--- config.mk ---
export PLATFORM = sky130hd
export DESIGN_NAME = rpsc_interlock_core
export DESIGN_NICKNAME = d
export VERILOG_FILES = /design/src/rtl/rpsc_pkg.sv /design/src/rtl/rpsc_interlock_core_sync_ff.sv /design/src/rtl/rpsc_interlock_core_tick_gen.sv /design/src/rtl/rpsc_interlock_core.sv
export SDC_FILE = /design/constraint.sdc
export NUM_CORES = 1
export LEC_CHECK = 0
export CAP_MARGIN = 40
export CORE_UTILIZATION = 48
export CTS_CLUSTER_DIAMETER = 30
export DETAILED_ROUTE_END_ITERATION = 8
export PLACE_DENSITY = 0.72
export SLEW_MARGIN = 30
export SYNTH_ARGS = -nofsm -noshare
export SYNTH_HDL_FRONTEND = slang
export SYNTH_SLANG_ARGS = --single-unit
export TNS_END_PERCENT = 1
--- constraint.sdc ---
create_clock -name sys_clk50 -period 4.05 [get_ports sys_clk50]
set_input_delay 0.6075 -clock sys_clk50 [delete_from_list [all_inputs] [get_ports sys_clk50]]
set_output_delay 0.6075 -clock sys_clk50 [all_outputs]
set_load 0.1 [all_outputs]
--- src/rtl/rpsc_pkg.sv ---
// Shared definitions for the RPSC interlock core: field-input bit positions
// and the ordered list of supply stages.
package rpsc_pkg;

    localparam int ILK_CARD_POS        = 0;
    localparam int ILK_AIR_GRID        = 1;
    localparam int ILK_AIR_AN          = 2;
    localparam int ILK_WATER_HEAT_EXCH = 3;
    localparam int ILK_WATER_AN        = 4;
    localparam int ILK_DOOR_PAMP       = 5;
    localparam int ILK_GR_SW           = 6;
    localparam int ILK_HV_CONNECTOR    = 7;

    localparam int FLT_I_CA_HIGH       = 0;
    localparam int FLT_I_G1_HIGH       = 1;
    localparam int FLT_G1_PS_FAULT     = 2;
    localparam int FLT_AN_PS_FAULT     = 3;
    localparam int FLT_I_AN_HIGH_6A    = 4;
    localparam int FLT_G2_PS_FAULT     = 5;
    localparam int FLT_TEMP_DR_AMP     = 6;
    localparam int FLT_DC_PS_LOW       = 7;

    localparam int NUM_STAGES = 7;

    typedef enum logic [2:0] {FAN, CA, G1, AN, G2, DRAC, RF} stage_t;

endpackage

--- src/rtl/rpsc_interlock_core_sync_ff.sv ---
// Two-flop synchroniser for asynchronous field inputs; both flops clear on reset.
module sync_ff #(
    parameter int WIDTH = 1
) (
    input  logic             clk,
    input  logic             rst,
    input  logic [WIDTH-1:0] d,
    output logic [WIDTH-1:0] q
);

    logic [WIDTH-1:0] meta;

    always_ff @(posedge clk or posedge rst) begin
        if (rst) begin
            meta <= '0;
            q    <= '0;
        end else begin
            meta <= d;
            q    <= meta;
        end
    end

endmodule

--- src/rtl/rpsc_interlock_core_tick_gen.sv ---
// Free-running divider; tick is high for the one cycle in which the count wraps.
module tick_gen #(
    parameter int DIV = 50
) (
    input  logic clk,
    input  logic rst,
    output logic tick
);

    localparam logic [15:0] LAST = 16'(DIV - 1);

    logic [15:0] count;

    always_ff @(posedge clk or posedge rst) begin
        if (rst) count <= '0;
        else     count <= (count == LAST) ? '0 : count + 16'd1;
    end

    assign tick = (count == LAST);

endmodule

--- src/rtl/rpsc_interlock_core.sv ---
// RPSC interlock and power-up sequencer: brings the tetrode supply stages up in
// order on divided-clock ticks and drops the whole chain on any fault or open interlock.
module rpsc_interlock_core
    import rpsc_pkg::*;
#(
    parameter int DIV            = 50,
    parameter int CA_DELAY_TICKS = 1000
) (
    input  logic       sys_clk50,
    input  logic       i_C2_RLY_RESET,
    input  logic [7:0] i_ILK,
    input  logic       i_C2_RLY_EM,
    input  logic       i_FAN_ACT,
    input  logic       i_CA_PS_ACT,
    input  logic       i_G1_PS_ACT,
    input  logic       i_AN_PS_ACT,
    input  logic       i_G2_PS_ACT,
    input  logic       i_DR_AMP,
    input  logic       i_OT_AN_Ready,
    input  logic       i_U_CA_LOW,
    input  logic       i_U_G1_LOW,
    input  logic       i_U_AN_LOW,
    input  logic [7:0] i_FLT,
    input  logic       i_I_AN_HIGH_5A,
    input  logic       i_TUNE_OK_Delayed_BAR,
    input  logic       i_LA_TEST,
    output logic       o_FAN_ON,
    output logic       o_CA_ON,
    output logic       o_C2_RLY_G1,
    output logic       o_C2_RLY_AN,
    output logic       o_C2_RLY_G2,
    output logic       o_C2_RLY_DRAC,
    output logic       o_TH_AN_Ready,
    output logic       o_RF_PERM_BAR,
    output logic       o_RF_RED_BAR,
    output logic [7:0] o_LA_ILK,
    output logic [7:0] o_LA_FLT,
    output logic       o_LA_EM,
    output logic       o_LA_CA_Delay
);

    localparam int DW = (CA_DELAY_TICKS < 1) ? 1 : $clog2(CA_DELAY_TICKS + 1);
    localparam logic [DW-1:0] DELAY_MAX = DW'(CA_DELAY_TICKS);

    logic clk, rst;
    assign clk = sys_clk50;
    assign rst = i_C2_RLY_RESET;

    logic [29:0] raw, syn;
    logic [7:0]  ilk, flt;
    logic        em, fan_act, ca_act, g1_act, an_act, g2_act, dr_amp, an_ready;
    logic        u_ca_low, u_g1_low, u_an_low, an_high_5a, tune_bar, la_test;

    assign raw = {i_ILK, i_C2_RLY_EM, i_FAN_ACT, i_CA_PS_ACT, i_G1_PS_ACT, i_AN_PS_ACT,
                  i_G2_PS_ACT, i_DR_AMP, i_OT_AN_Ready, i_U_CA_LOW, i_U_G1_LOW, i_U_AN_LOW,
                  i_FLT, i_I_AN_HIGH_5A, i_TUNE_OK_Delayed_BAR, i_LA_TEST};

    sync_ff #(.WIDTH(30)) u_sync (.clk(clk), .rst(rst), .d(raw), .q(syn));

    assign {ilk, em, fan_act, ca_act, g1_act, an_act, g2_act, dr_amp, an_ready,
            u_ca_low, u_g1_low, u_an_low, flt, an_high_5a, tune_bar, la_test} = syn;

    logic tick;
    tick_gen #(.DIV(DIV)) u_tick (.clk(clk), .rst(rst), .tick(tick));

    logic [NUM_STAGES-1:0] stage, stage_next;
    logic [7:0]            flt_latch, flt_next;
    logic [DW-1:0]         delay_cnt;
    logic                  delay_done, ok;

    assign delay_done = (delay_cnt == DELAY_MAX);

    // A fault seen on this tick already counts against ok, so it beats any stage request.
    always_comb begin
        flt_next         = flt_latch | flt;
        ok               = (&ilk) & ~em & (flt_next == 8'h00);
        stage_next       = '0;
        stage_next[FAN]  = ok;
        stage_next[CA]   = ok & stage[FAN] & fan_act;
        stage_next[G1]   = ok & stage[CA] & delay_done & ~u_ca_low;
        stage_next[AN]   = ok & stage[G1] & g1_act & ~u_g1_low & an_ready;
        stage_next[G2]   = ok & stage[AN] & an_act & ~u_an_low;
        stage_next[DRAC] = ok & stage[G2] & g2_act;
        stage_next[RF]   = ok & stage[DRAC] & dr_amp & ~tune_bar;
    end

    always_ff @(posedge clk or posedge rst) begin
        if (rst) begin
            stage         <= '0;
            flt_latch     <= '0;
            delay_cnt     <= '0;
            o_RF_PERM_BAR <= 1'b1;
        end else if (tick) begin
            stage         <= stage_next;
            flt_latch     <= flt_next;
            o_RF_PERM_BAR <= ~stage_next[RF];
            if (!stage[CA] || !ca_act)
                delay_cnt <= '0;
            else if (!delay_done)
                delay_cnt <= delay_cnt + 1'b1;
        end
    end

    // Lamps and the reduced-RF flag track the synchronised inputs every cycle.
    always_ff @(posedge clk or posedge rst) begin
        if (rst) begin
            o_LA_ILK      <= '0;
            o_LA_FLT      <= '0;
            o_LA_EM       <= 1'b0;
            o_LA_CA_Delay <= 1'b0;
            o_RF_RED_BAR  <= 1'b1;
        end else begin
            o_LA_ILK      <= la_test ? 8'hFF : ~ilk;
            o_LA_FLT      <= la_test ? 8'hFF : flt_latch;
            o_LA_EM       <= la_test | em;
            o_LA_CA_Delay <= la_test | (stage[CA] & ca_act & ~delay_done);
            o_RF_RED_BAR  <= ~(stage[RF] & an_high_5a);
        end
    end

    assign o_FAN_ON      = stage[FAN];
    assign o_CA_ON       = stage[CA];
    assign o_C2_RLY_G1   = stage[G1];
    assign o_C2_RLY_AN   = stage[AN];
    assign o_C2_RLY_G2   = stage[G2];
    assign o_C2_RLY_DRAC = stage[DRAC];
    assign o_TH_AN_Ready = stage[G1];

endmodule

# After elaboration in Yosys (flattened, before gate mapping)
# Cells that the tools add are included.
[classes] n_addsub=2 mul=0 div_mod_pow=0 n_lt_le_gt_ge=0 eq_ne=3 n_shift=0 muxes=5 bitwise=34 n_reduce_logical=6
[ops] cell="1-bit AND" count=22
[ops] cell="10-bit 2-to-1 mux" count=2
[ops] cell="16-bit by 1-bit adder with 16-bit output, second input constant" count=1
[ops] cell="16-bit by 6-bit == test with 1-bit output, second input constant" count=1
[ops] cell="16-bit 2-to-1 mux" count=1
[ops] cell="8-bit 2-to-1 mux" count=2
[ops] cell="10-bit by 1-bit adder with 10-bit output, second input constant" count=1
[ops] cell="10-bit == test, second input constant" count=1
[ops] cell="8-bit logical NOT" count=1
[ops] cell="1-bit NOT" count=8
[ops] cell="8-bit NOT" count=1
[ops] cell="8-bit OR" count=1
[ops] cell="8-bit AND reduction" count=1
[ops] cell="1-bit logical NOT" count=2
[ops] cell="2-bit by 1-bit inequality test with 1-bit output, second input constant" count=1
[ops] cell="1-bit OR" count=2
[ops] cell="2-bit AND reduction" count=1
[ops] cell="1-bit logical OR" count=1
[word_totals] reg_bits=121 latchBits=0 mem_bits_rw=0 rom_bits=0 inputBits=32 out_inout_bits=27 wordCells=62 memories=0

# Logic depth before layout (Yosys ltp)
[logic_depth] depth_word=7 mapped_depth=7 ltp_nobuf=6

# Cells and area by module
# A second synthesis with hierarchy kept.
[unflattened] cells_unflattened=287 hier_area_um2=4142.7
[by_module_without_submodules] mod="rpsc_interlock_core" n_inst=1 cells_each=153 area_each_um2=1834.3 seq_area_each_um2=1128.6
[by_module_without_submodules] mod="sync_ff" n_inst=1 cells_each=61 area_each_um2=1505.2 seq_area_each_um2=1501.4
[by_module_without_submodules] mod="tick_gen" n_inst=1 cells_each=73 area_each_um2=803.3 seq_area_each_um2=400.4

# Least setup slack after synthesis
# Ideal clock, no wire load.
[synth_timing] path_kind="reg-to-output" startpoint="register stage[2]" endpoint="output port o_TH_AN_Ready" arrival_time_ns=1.355 t_required_ns=3.442 path_slack_ns=2.087 path_stages_with_launch=2 n_path_buf=1 cell_sequence="dfrtp_1 > buf_4"
[synth_rtl] item="from (decl)" line_no="rpsc_interlock_core.sv:66" text="logic [NUM_STAGES-1:0] stage, stage_next;"
[synth_rtl] item="from (signal assigned)" line_no="rpsc_interlock_core.sv:94" text="stage <= stage_next;"
[synth_rtl] item="to (decl)" line_no="rpsc_interlock_core.sv:33" text="output logic o_TH_AN_Ready,"
# No word-level cell between the ends.

# Final worst setup path
[layout_timing] startpoint="register o_RF_RED_BAR" endpoint="output port o_RF_RED_BAR"
[layout_rtl] item="from (decl)" line_no="rpsc_interlock_core.sv:35" text="output logic o_RF_RED_BAR,"
[layout_rtl] item="from (signal assigned)" line_no="rpsc_interlock_core.sv:117" text="o_RF_RED_BAR <= ~(stage[RF] & an_high_5a);"
# No word-level cell between the ends.

==> results.yml <==
clock_tree:
  max-clock-path-buffers: 2
  cts.htree.levels: 4
  post_cts_resize_count: 0
  clk_root_buffer_cell: "sky130_fd_sc_hd__clkbuf_8"
  numClockSinks: 121
  cts_made_buffers: 17
  tritoncts: "built"
  clock_latency_at_the_later_pin_of_the_worst_skew_pair_ns: 0.51
  post_cts_setup_driven_buffer_insertion_count: 0
  cts.clk_slew.worst_paths_ns: 0.06
  cts_hold_buffers: 0
yosys:
  post_synth_num_cell_types: 41
  synth_top_area_share_pct: 71.7
  syn_inst: 295
  synth_flop_cell: "sky130_fd_sc_hd__dfrtp_1"
  synth_sequential_area_ratio_pct: 72.9
  synth.most_common_cell: "sky130_fd_sc_hd__dfrtp_1"
  netlist.top_cell.by_area: "sky130_fd_sc_hd__dfrtp_1"
  async_reset_ff_share_pct: 100
  netlist_top_cells_area: "sky130_fd_sc_hd__dfrtp_1, sky130_fd_sc_hd__nand2_1, sky130_fd_sc_hd__xnor2_1"
  synth_enable_flop_cells: 0
  ys.warnings.count: 0
  synth.cell_area_um2: 4160
  synth_fp_nets: 331
  syn_avg_cell_area_um2: 14.1
  synth_top_cells_by_count: "sky130_fd_sc_hd__dfrtp_1, sky130_fd_sc_hd__nand2_1, sky130_fd_sc_hd__nor2_1"
  seq_cells_post_synth: 121
sta:
  setup_ws_ns: 1.67
  layout_min_cycle_time_ns: 2.38
  worst-slew-pin-transition_ns: 0.688
  report.final.setup_viol: 0
  final-max-slew-violation-count: 0
  worst_slew_margin_rel_pct: 54.2
  max_freq_mhz: 420
  setup-tns-final_ns: 0
  worst_hold_margin_ns: 0.347
  timing.clock.skew_ns: 0.0124
  count_of_endpoints_failing_hold_in_the_final_timing_report: 0
  rsz0062_at_grt: "no"
  finalCritPeriodShare_pct: 58.8
critical_path:
  worst-setup-path-type: "reg -> out"
  crit_end_element: "primary output"
  r2r.worst_path.cells: 6
  r2r_setup_slack_ns: 1.96
  worst_setup_path_start_kind: "register"
  critPathMaxFanout: 1
  r2r-start: "u_tick.count[1]"
  arrival_ns: 1.77
  timing.rr.end: "delay_cnt[9]"
  worst_ep_required_time_ns: 3.44
floorplan:
  floorplan.core_area_um2: 8300
  number_of_core_rows: 33
  die_height_um: 95.0
  die_width_um: 95.0
  initial_utilization_pct: 50.1
  fp.dieArea_um2: 9030
  io_pins: 59
hold_path:
  min_path_cells: 0
  min_path_type: "reg -> reg"
  hold_path.startpoint: "u_sync.meta[21]"
  worstHoldEndpoint: "u_sync.q[21]"
placed_design:
  placed_area_um2: 5320
  detailed_place_hpwl_mm: 4.93
  gpl.final_weighted_congestion: 0.782
  dp_cells: 477
  detailedPlace.worstSlack_ns: 2.07
  number_of_buffers_added_on_ports: 58
route:
  total_wire_length_mm: 8.22
  vias_per_cell: 5.11
  first_pass_iters: 4
  route.vias.total: 2596
  drtIter0Drc: 101
  routed_antenna_nets: 0
  drc: 0
  wl_per_cell_um: 16.2
pwr:
  p_per_area_nw_per_um2: 499
  p_leak_nw: 2.66
  comb_power_share_pct: 6.7
  power.switching_mw: 0.674
  p_seq_share_pct: 43.0
  internal_power_mw: 2.27
  power.share.switching_pct: 22.9
  clkPwrFrac_pct: 50.3
  max-vdd-ir-drop_mv: 0.439
  fin_total_pwr_mw: 2.95
run_status:
  status: "finished, final reports clean"
cells_and_area:
  layout.area.seq_um2: 3030
  num-nets-final: 427
  flow.area_growth_from_synthesis_pct: 42.2
  fraction_of_layout_cells_with_a_size_suffix_above_1_pct: 19.6
  final.fill_count: 521
  diodes: 0
  stdcell_count: 508
  layout.core_utilization_pct: 71.2
  post-route-cell-area_um2: 5910
  total_area_of_multi_input_combinational_cells_um2: 1040
job:
  max_cap_viol_count: 0
grt:
  globalRouteOverflowTotal: 0
  grt_pass1_wl_mm: 13.4
  grt_pass1_vias: 2731
  track_usage_pct: 20.8
  number_of_antenna_violations_at_the_first_check_in_global_routing: 0
  grt_max_degree: 67
## cell usage in the layout (no fill, tap or decap), drive strengths merged, types with 2 or more instances in the layout
cell type,synthesis,layout
a21o,8,8
a31oi,2,2
and2,2,2
and3,5,5
and4,4,4
buf,8,28
bufinv,0,3
clkbuf,1,18
clkdlybuf4s50,0,58
clkinv,0,4
clkinvlp,0,3
dfrtp,119,119
dfstp,2,2
ha,4,4
inv,5,8
nand2,22,22
nand2b,9,9
nand3,13,13
nand3b,2,2
nand4,8,8
nand4b,3,3
nor2,14,14
nor3,3,3
nor4,5,5
nor4b,4,4
o21ai,15,15
o31ai,6,6
or2,10,10
xnor2,9,9
xor2,5,5
## critical path, stage by stage, from the launching register on
cell	delay, ns
sky130_fd_sc_hd__dfstp_2	0.51
sky130_fd_sc_hd__clkdlybuf4s50_1	0.53
sky130_fd_sc_hd__buf_8	0.22
## power groups by stage
stage               logic [mW]  clock network [mW]  registers, mW
finish                   0.198                1.48           1.27
global route             0.209                1.57           1.27
CTS                      0.201                1.51           1.27
detailed placement       0.200                   0           1.29
global placement         0.157                   0           1.28
floorplan               0.0304                   0           1.35
## cell type report
type | count | area share (%)
sequential | 121 | 51.3
timing repair buffer | 86 | 18.5
multi-input combinational | 160 | 17.7
clock buffer | 18 | 7.07
clock inverter | 13 | 2.88
tap | 105 | 2.22
inverter | 5 | 0.360
## cell families after synthesis
logic type               Yosys count  synth area share, %
AO/OA/AOI/OAI                     36                 5.78
XOR/XNOR                          14                 2.95
adder cells (fa/ha/maj)            4                 1.20
buffers and inverters             14                 1.93
flip-flops                       121                 72.9
multiplexers                       1                0.241
AND/OR/NAND/NOR                  105                 15.0
## routing by layer
metal  vias to the layer above  wire length, µm  track usage (%)  share of wire [%]
met2                        59             4370             34.5                 53
met3                        17              235             7.18                2.9
met5                         -                0                0                  0
met4                         0              208             9.60                2.5
met1                      1308             3410             24.4                 41
li1                       1212                -                -                  -
## registers in the layout, indices dropped and copies added, names as in the netlist
register,cells
o_LA_ILK,8
u_sync.q,30
o_RF_RED_BAR,1
o_RF_PERM_BAR,1
o_LA_FLT,8
u_sync.meta,30
o_LA_CA_Delay,1
stage,7
o_LA_EM,1
u_tick.count,16
delay_cnt,10
flt_latch,8
## worst max-delay path by stage
stage | from | endpoint | slack, ns
after global placement | o_RF_PERM_BAR | o_RF_PERM_BAR | 1.81
after detailed placement | u_tick.count[1] | delay_cnt[9] | 2.07
after CTS | o_RF_RED_BAR | o_RF_RED_BAR | 1.63
after global routing | o_RF_RED_BAR | o_RF_RED_BAR | 1.61
final | o_RF_RED_BAR | o_RF_RED_BAR | 1.67
after floorplan | i_C2_RLY_RESET | delay_cnt[0] | 0.23
No activity file was read; power rests on OpenSTA's default activity.
